==> config.mk <==
export PLATFORM = sky130hd
export DESIGN_NAME = mc_loader
export DESIGN_NICKNAME = d
export VERILOG_FILES = /design/src/rtl/mc_loader.sv
export SDC_FILE = /design/constraint.sdc
export NUM_CORES = 1
export LEC_CHECK = 0
export CAP_MARGIN = 25
export CELL_PAD_IN_SITES_DETAIL_PLACEMENT = 0
export CELL_PAD_IN_SITES_GLOBAL_PLACEMENT = 1
export CORE_ASPECT_RATIO = 0.75
export CORE_MARGIN = 2
export CORE_UTILIZATION = 39
export CTS_CLUSTER_DIAMETER = 200
export DETAILED_ROUTE_END_ITERATION = 7
export HOLD_SLACK_MARGIN = 0.02
export PLACE_DENSITY_LB_ADDON = 0.12
export SYNTH_ARGS = -nofsm -noshare
export SYNTH_HDL_FRONTEND = slang
export SYNTH_SLANG_ARGS = --single-unit
==> constraint.sdc <==
create_clock -name i_clk -period 1.6 [get_ports i_clk]
set_input_delay 0.4 -clock i_clk [delete_from_list [all_inputs] [get_ports i_clk]]
set_output_delay 0.4 -clock i_clk [all_outputs]
set_load 0.1 [all_outputs]
==> src/rtl/mc_loader.sv <==
// mc_loader: framed byte-stream program loader. Assembles little-endian bytes into 32-bit
// words, writes them through a single-word memory port, verifies an XOR checksum and holds
// the CPU in reset until a complete, verified image is in memory.
module mc_loader #(
  parameter int unsigned AW = 10
) (
  input  logic          i_clk,
  input  logic          i_rstn,
  input  logic [7:0]    i_rx_data,
  input  logic          i_rx_valid,
  output logic          o_rx_ready,
  input  logic          i_reload,
  output logic          o_mem_we,
  output logic [AW-1:0] o_mem_addr,
  output logic [31:0]   o_mem_wdata,
  output logic          o_cpu_rstn,
  output logic          o_done,
  output logic          o_err
);

  typedef enum logic [2:0] {
    StCnt0,
    StCnt1,
    StData,
    StChk,
    StDone,
    StErr
  } state_e;

  localparam int unsigned MaxWords = 1 << AW;

  state_e        r_state;
  logic [7:0]    r_cnt_lo;
  logic [AW:0]   r_nwords;   // one extra bit so N = 2**AW is representable
  logic [AW:0]   r_widx;
  logic [1:0]    r_lane;
  logic [7:0]    r_acc;
  logic [23:0]   r_word;     // lanes 0..2 of the word being assembled
  logic          r_mem_we;
  logic [AW-1:0] r_mem_addr;
  logic [31:0]   r_mem_wdata;
  logic          r_cpu_rstn;
  logic          r_done;
  logic          r_err;

  logic          w_accept;
  logic [15:0]   w_count;
  logic          w_too_big;
  logic          w_last_word;

  // Ready is a pure state decode: never back-pressure while a frame is in progress.
  assign o_rx_ready  = (r_state == StCnt0) || (r_state == StCnt1) ||
                       (r_state == StData) || (r_state == StChk);
  assign w_accept    = i_rx_valid && o_rx_ready;
  assign w_count     = {i_rx_data, r_cnt_lo};
  assign w_too_big   = 32'(w_count) > MaxWords;
  assign w_last_word = (r_widx + 1'b1) == r_nwords;

  assign o_mem_we    = r_mem_we;
  assign o_mem_addr  = r_mem_addr;
  assign o_mem_wdata = r_mem_wdata;
  assign o_cpu_rstn  = r_cpu_rstn;
  assign o_done      = r_done;
  assign o_err       = r_err;

  // Loader FSM with registered memory-port and status outputs.
  always_ff @(posedge i_clk or negedge i_rstn) begin
    if (!i_rstn) begin
      r_state     <= StCnt0;
      r_cnt_lo    <= '0;
      r_nwords    <= '0;
      r_widx      <= '0;
      r_lane      <= '0;
      r_acc       <= '0;
      r_word      <= '0;
      r_mem_we    <= 1'b0;
      r_mem_addr  <= '0;
      r_mem_wdata <= '0;
      r_cpu_rstn  <= 1'b0;
      r_done      <= 1'b0;
      r_err       <= 1'b0;
    end else begin
      r_mem_we <= 1'b0;
      case (r_state)
        StCnt0: begin
          if (w_accept) begin
            r_cnt_lo <= i_rx_data;
            r_state  <= StCnt1;
          end
        end
        StCnt1: begin
          if (w_accept) begin
            r_nwords <= w_count[AW:0];
            if (w_too_big) begin
              r_err   <= 1'b1;
              r_state <= StErr;
            end else if (w_count == 16'd0) begin
              r_state <= StChk;
            end else begin
              r_state <= StData;
            end
          end
        end
        StData: begin
          if (w_accept) begin
            r_acc  <= r_acc ^ i_rx_data;
            r_lane <= r_lane + 2'd1;
            case (r_lane)
              2'd0: r_word[7:0]   <= i_rx_data;
              2'd1: r_word[15:8]  <= i_rx_data;
              2'd2: r_word[23:16] <= i_rx_data;
              default: begin
                r_mem_we    <= 1'b1;
                r_mem_addr  <= r_widx[AW-1:0];
                r_mem_wdata <= {i_rx_data, r_word};
                r_widx      <= r_widx + 1'b1;
                if (w_last_word) begin
                  r_state <= StChk;
                end
              end
            endcase
          end
        end
        StChk: begin
          if (w_accept) begin
            if (i_rx_data == r_acc) begin
              r_done     <= 1'b1;
              r_cpu_rstn <= 1'b1;
              r_state    <= StDone;
            end else begin
              r_err   <= 1'b1;
              r_state <= StErr;
            end
          end
        end
        StDone, StErr: begin
          if (i_reload) begin
            r_state    <= StCnt0;
            r_done     <= 1'b0;
            r_err      <= 1'b0;
            r_cpu_rstn <= 1'b0;
            r_widx     <= '0;
            r_lane     <= '0;
            r_acc      <= '0;
          end
        end
        default: r_state <= StCnt0;
      endcase
    end
  end

endmodule

==> results of run 1 <==
==> flip-flops by register name (all words and copies together) (netlist names) <==
signal / count
r_lane: 2
o_done: 1
r_widx: 11
r_cnt_lo: 8
r_word: 24
r_nwords: 11
o_err: 1
o_mem_addr: 10
o_mem_we: 1
o_mem_wdata: 32
r_acc: 8
r_state: 3
==> cell type report <==
| type | instances | area, um^2 | share of cell area [%] |
|---|---|---|---|
| timing repair buffer | 170 | 2250 | 27.2 |
| sequential | 112 | 2810 | 34.0 |
| clock inverter | 3 | 48.8 | 0.591 |
| timing repair inverter | 1 | 16.3 | 0.197 |
| inverter | 9 | 57.6 | 0.697 |
| multi-input combinational | 347 | 2610 | 31.6 |
| tap | 171 | 214 | 2.59 |
| clock buffer | 13 | 260 | 3.15 |
==> cells by family (layout without fill, tap and decap cells) <==
kind of cell,Yosys count,after routing
and+or+nand+nor,217,218
buffers and inverters,42,196
xor gates and xnor gates,21,21
AOI/OAI and AO/OA,58,58
adders and majority gates,5,5
muxes,45,45
DFF,112,112
==> cells in the mapped netlist, types with 6 or more instances <==
cell	number	area, um^2
a21oi_1	6	30.0
buf_2	6	30.0
clkbuf_1	18	67.6
dfrtp_1	112	2800
inv_1	6	22.5
mux2_1	10	113
mux2_2	33	372
nand2_1	165	619
nand3_1	10	50.1
nor2_1	7	26.3
o21ai_0	23	115
o21ai_1	11	55.1
xnor2_1	10	87.6
xor2_1	11	96.3
==> worst max-delay path: stages (launching register included) <==
cell     delay [ns]
dfrtp_1        0.42
and4_1         0.25
or4b_1         0.45
o22ai_1        0.17
a31oi_1        0.09
nor4_2         0.34
o211a_1        0.17
==> path summary, 6_finish.rpt <==
check                            from  slack, ns         endpoint  cells after the start
max reg2reg                 r_widx[1]      -0.35       r_state[0]                      6
max in group asynchronous      i_rstn       0.65       r_state[2]                      3
min in group i_clk         r_word[10]       0.47  o_mem_wdata[10]                      2
min                            i_rstn       0.47  o_mem_wdata[15]                      2
max                         r_widx[1]      -0.35       r_state[0]                      6
min reg2reg                r_word[10]       0.47  o_mem_wdata[10]                      2
==> through the flow <==
step | area, um^2 | hold slack (ns)
after global routing | 8260 | 0.481
after detailed placement | 6910 | 0.303
after CTS | 7870 | 0.472
after global placement | 6910 | 0.300
after floorplan | 5100 | 0.104
final | 8260 | 0.473
==> power by group through the flow <==
stage	logic [W]	registers (W)	clock network, W
final	0.00242	0.00344	0.00237
after global routing	0.00256	0.00347	0.00256
after CTS	0.00225	0.00338	0.00243
after detailed placement	0.00188	0.00341	0
after global placement	0.00184	0.00340	0
after floorplan	0.000972	0.00347	0
==> metal layers <==
layer	vias to the layer above	GRT usage (%)	share of wire, %
li1	1977	-	-
met1	2064	32.3	51
met2	75	31.4	44
met3	15	3.88	3.8
met4	0	5.61	1.3
met5	-	0	0
==> timing repair <==
| action | in CTS | in global routing |
|---|---|---|
| endpoints found under the hold margin | 15 | 0 |
| pin swaps | 25 | 81 |
| resized for setup | 82 | 128 |
| cloned | 10 | 3 |
| setup buffers | 20 | 8 |
| hold buffers | 1 | 0 |
| setup endpoints to repair | 105 | 103 |
==> results by group, run 1 <==
Clock tree
  – CTS max path bufs: 2
  – Clk slew on worst S/H paths: 0.07 ns
  – Clock sink total: 112
  – H-tree depth: 3
  – CTS root buffer: clkbuf_16
  – Worst-Skew Late Latency: approximately 0.35 ns
  – CTS tree: built
  – Num CTS Buffers: 9

Drt
  – Drt via density: about 5
  – Drt drc: 0
  – 1st-iter DRT viols: roughly 230
  – Vias: around 4,100
  – DRT Wirelength: about 14,000 um
  – Pre-antenna DRT Iters: 4
  – Post-route ant nets: 0
  – WL per Instance: ~17 um

Placement
  – Dpl cells: 779
  – Detail Placement HPWL: roughly 9100 um
  – I/O Buffers: 58
  – Pre-CTS setup slack: -0.613 ns
  – GP Congestion: approximately 0.86

Cells and area
  – Synthesis-to-finish area growth: 63.2%
  – Nets: 667
  – Cell Count, Final, Fillers Out: a little over 800
  – Most frequent cells in the layout: dfrtp_1, nand2_1, buf_4, buf_12, nand2_2
  – Commonest non-fill, non-tap cell in the layout: dfrtp_1
  – Fillers: 990
  – N_diodes: 0
  – Fin util: 64.3%
  – Layout cells sized above 1: 49.2%

Pwr
  – P_sw: approximately 0.0025 W
  – Sw frac: 30.2%
  – Pwr dens: 996 nW/um^2
  – Leak Pwr: 4.13 nW
  – Gate power share: between 20% and 30%
  – Reg power frac: 41.8%
  – Clock share of power: 28.8%
  – Total power: roughly 0.0082 W
  – Worst VDD drop: 1.04 mV
  – Int Power: 0.00574 W

GRT
  – First-pass GRT wire length: roughly 23,000 um
  – GRT overflow: 0
  – Largest net degree at the start of global routing: 35
  – Antenna violations before repair: 0
  – All-Layer GR Usage: 21.3%
  – Vias in the first global route: 4,128

Timing
  – Setup TNS: -7.25 ns
  – Max_slew headroom: 58.7%
  – Final Hold Vio Count: 0
  – Period utilisation layout: 122%
  – Setup Viol. Count Final: 89
  – Maximum clock frequency: 512 MHz
  – Min Tclk post-route: 1.95 ns
  – Skew final: 0.00645 ns
  – RSZ-0062 raised after global routing: yes
  – Slew @ Worst Pin: between 0.6 and 0.7 ns
  – Final WS setup: -0.352 ns
  – Pins Over Slew Limit: 0

Yosys
  – Post-synth EDFFs: 0
  – Synth Area in Adders: under 10%
  – Compound-Gate Fraction of Synth Area: under 10%
  – Largest family of logic cells by synthesized area: simple AND/OR/NAND/NOR gates
  – Synthesis warning total: 0
  – Register area share after synthesis: 55.4%
  – Netlist cell types: 50
  – Mapped Area: 5060 um^2
  – Main synth FF type: dfrtp_1
  – Simple-Gate Fraction of Synth Area: between 10% and 20%
  – Ys async rst share: 100%
  – Xor/xnor share of the synthesized area: 3.64%
  – Yosys reg bits: 112
  – Mapped Cells: 500
  – Syn Nets: just over 500
  – Post-Syn Area per Cell: 10.1 um^2
  – Mux cell area share after synthesis: 9.97%

Floorplan
  – DIE AREA: 13,900 um^2
  – Num rows: 36
  – Core area: between 10,000 and 15,000 um^2
  – Top Ports: 59
  – Die Y: a little over 100 um
  – Die X-Extent: between 100 and 150 um
  – Starting Density: 39.4%

Status
  – Failing checks: setup timing
  – Status: finished with violations

Worst setup path
  – Setup Crit Path Kind: reg -> reg
  – Startpoint Class: flip-flop
  – Arr. time, crit path: 2.24 ns
  – CP Max Fanout: 4
  – Worst Path Required: 1.89 ns
  – Crit path capture type: flip-flop

Run
  – Max-Cap Viols: 0

Hold path
  – Hold Path Class: in -> async
No activity file was read; power rests on OpenSTA's default activity.
==> run 2, diff against run 1 <==
- CAP_MARGIN: 25 -> not set
- CORE_UTILIZATION: 39 -> 40
- clock period: 1.6 -> 1.9 ns (I/O delays scaled with it)
==> results by group, run 2 (synthesis gave the netlist of run 1 again) <==
Drt
  – Drt drc: 0 (unchanged)
  – Vias: 3,832 (-7.2%)
  – Drt via density: 4.99 (-0.23%)
  – Post-route ant nets: 0 (unchanged)
  – WL per Instance: 15.9 um (-9.2%)
  – DRT Wirelength: 12,200 um (-16%)
  – 1st-iter DRT viols: 175 (-25%)
  – Pre-antenna DRT Iters: 4 (unchanged)

Cells and area
  – Synthesis-to-finish area growth: 39.1%
  – Layout cells sized above 1: 29.1% (-20 points)
  – Fin util: 57.2% (-7.1 points)
  – Max reg flops: 32 (unchanged)
  – N_diodes: 0 (unchanged)
  – Most frequent cells in the layout: nand2_1, dfrtp_1, buf_4, buf_12, mux2_2
  – Commonest non-fill, non-tap cell in the layout: nand2_1
  – Nets: 614 (-7.9%)

Clock tree
  – CTS max path bufs: 2 (unchanged)
  – H-tree depth: 3 (unchanged)
  – CTS tree: built
  – Clock sink total: 112 (unchanged)
  – CTS root buffer: clkbuf_16
  – Num CTS Buffers: 9 (unchanged)
  – Worst-Skew Late Latency: 0.35 ns (about the same)
  – Clk slew on worst S/H paths: 0.07 ns (about the same)
  – Postcts setup bufs: 0 (-100%)

Pwr
  – Pwr dens: 880 nW/um^2 (-12%)
  – Clock share of power: 31.9% (+3.1 points)
  – Leak Pwr: 3.37 nW (-18%)
  – Int Power: 0.00437 W (-24%)
  – Sw frac: 29.5% (-0.72 points)
  – Worst VDD drop: 1.23 mV (+18%)
  – Reg power frac: 45.7% (+3.9 points)
  – P_sw: 0.00182 W (-27%)
  – Gate power share: 22.4% (-7.0 points)

Worst setup path
  – Crit path capture type: flip-flop
  – Startpoint Class: flip-flop
  – Setup Crit Path Kind: reg -> reg
  – Worst Path Required: 2.20 ns (+0.31 ns)
  – Arr. time, crit path: 2.29 ns (+0.05 ns)
  – CP Max Fanout: 4 (unchanged)

Floorplan
  – Core area: 12,300 um^2 (-4.1%)
  – Num rows: 35 (-2.8%)
  – DIE AREA: 13,600 um^2 (-2.4%)
  – Die X-Extent: 134 um (-1.2%)
  – Starting Density: 41.1% (+1.7 points)
  – Die Y: 101 um (-1.2%)
  – Top Ports: 59 (unchanged)

GRT
  – All-Layer GR Usage: 19.3% (-2.0 points)
  – Vias in the first global route: 3,872 (-6.2%)
  – GRT overflow: 0 (unchanged)
  – Largest net degree at the start of global routing: 48 (+37%)
  – Antenna violations before repair: 0 (unchanged)
  – First-pass GRT wire length: 20,300 um (-9.7%)

Timing
  – Final Hold Vio Count: 0 (unchanged)
  – Worst hold slack: 0.462 ns (-0.0109 ns)
  – Setup Viol. Count Final: 1 (-99%)
  – Maximum clock frequency: 503 MHz (-1.9%)
  – Period utilisation layout: 105% (-17 points)
  – RSZ-0062 raised after global routing: yes
  – Pins Over Slew Limit: 0 (unchanged)
  – Skew final: 0.00901 ns (+0.00256 ns)
  – Slew @ Worst Pin: 0.361 ns (-0.249 ns)
  – Final WS setup: -0.0896 ns (+0.262 ns)
  – Min Tclk post-route: 1.99 ns (+0.0377 ns)
  – Max_slew headroom: 75.6% (+17 points)

Placement
  – Detail Placement HPWL: 8900 um (-1.7%)
  – Pre-CTS setup slack: -0.446 ns (+0.168 ns)
  – I/O Buffers: 58 (unchanged)
  – GP Congestion: 0.851 (-0.62%)

Run
  – Max-Cap Viols: 0 (unchanged)

Hold path
  – Hold Path Class: reg -> reg

Status
  – Status: finished with violations
  – Failing checks: setup timing
-- run 2: cell types whose count changed in the layout (fill, tap and decap cells not counted), sizes merged, moves of 2 or more --
cell	change
buf	-49
inv	+2
clkbuf	-5
clkdlybuf4s50	+6
dlygate4sd2	-7
-- run 2: metal layers --
metal,routed length [um],GRT usage (%),part of all wire [%],up-vias
met5,0,0,0,-
met4,89,4.99,0.73,0
met3,606,3.65,5.0,8
met2,5190,28.8,43,92
met1,6300,28.9,52,1869
li1,-,-,-,1863
-- run 2: timing repair --
item / CTS / global route
gates resized for setup: 6 / 12
pin swaps: 2 / 3
setup endpoints to repair: 19 / 56
cloned: 0 / 0
endpoints found under the hold margin: 10 / 0
hold buffers: 1 / 0
-- run 2: area by class of cell --
cell class	count	area [um^2]
clock inverter	6	73.8
fill	1060	5270
multi-input combinational	346	2100
timing repair buffer	119	1580
inverter	9	36.3
sequential	112	2800
tap	166	208
clock buffer	10	239
-- run 2: path summary, 6_finish.rpt --
check	start	end	slack (ns)	cells past startpoint
setup reg to reg	r_widx[1]	r_state[0]	-0.09	7
hold / removal	r_word[2]	o_mem_wdata[2]	0.46	2
hold reg to reg	r_word[2]	o_mem_wdata[2]	0.46	2
setup / recovery	r_widx[1]	r_state[0]	-0.09	7
min in group asynchronous	i_rstn	o_mem_wdata[7]	0.51	2
max in group asynchronous	i_rstn	r_word[8]	0.84	3
-- run 2: power by group through the flow --
stage          registers, W  clock network, W  logic [W]
5_1_grt             0.00286           0.00211    0.00152
3_3_place_gp        0.00287                 0    0.00135
6_report            0.00283           0.00197    0.00139
3_5_place_dp        0.00286                 0    0.00137
2_1_floorplan       0.00291                 0   0.000793
4_1_cts             0.00282           0.00203    0.00139
-- run 2: critical path: stages (launching register included) --
cell and delay (ns):
dfrtp_1 0.43, and4_4 0.25, or4b_1 0.43, o22ai_1 0.16, a31oi_1 0.09, nor4_2 0.28, buf_4 0.15, o211a_1 0.13
-- run 2: metrics by stage --
step	total power (W)	TNS, ns	instance area [um^2]	cells
global route	0.00649	-0.238	7040	768
detailed placement	0.00423	-32.07	6650	751
floorplan	0.00370	0	5060	500
finish	0.00619	-0.0896	7040	768
global placement	0.00421	-30.57	6650	751
CTS	0.00624	-0.100	6990	768
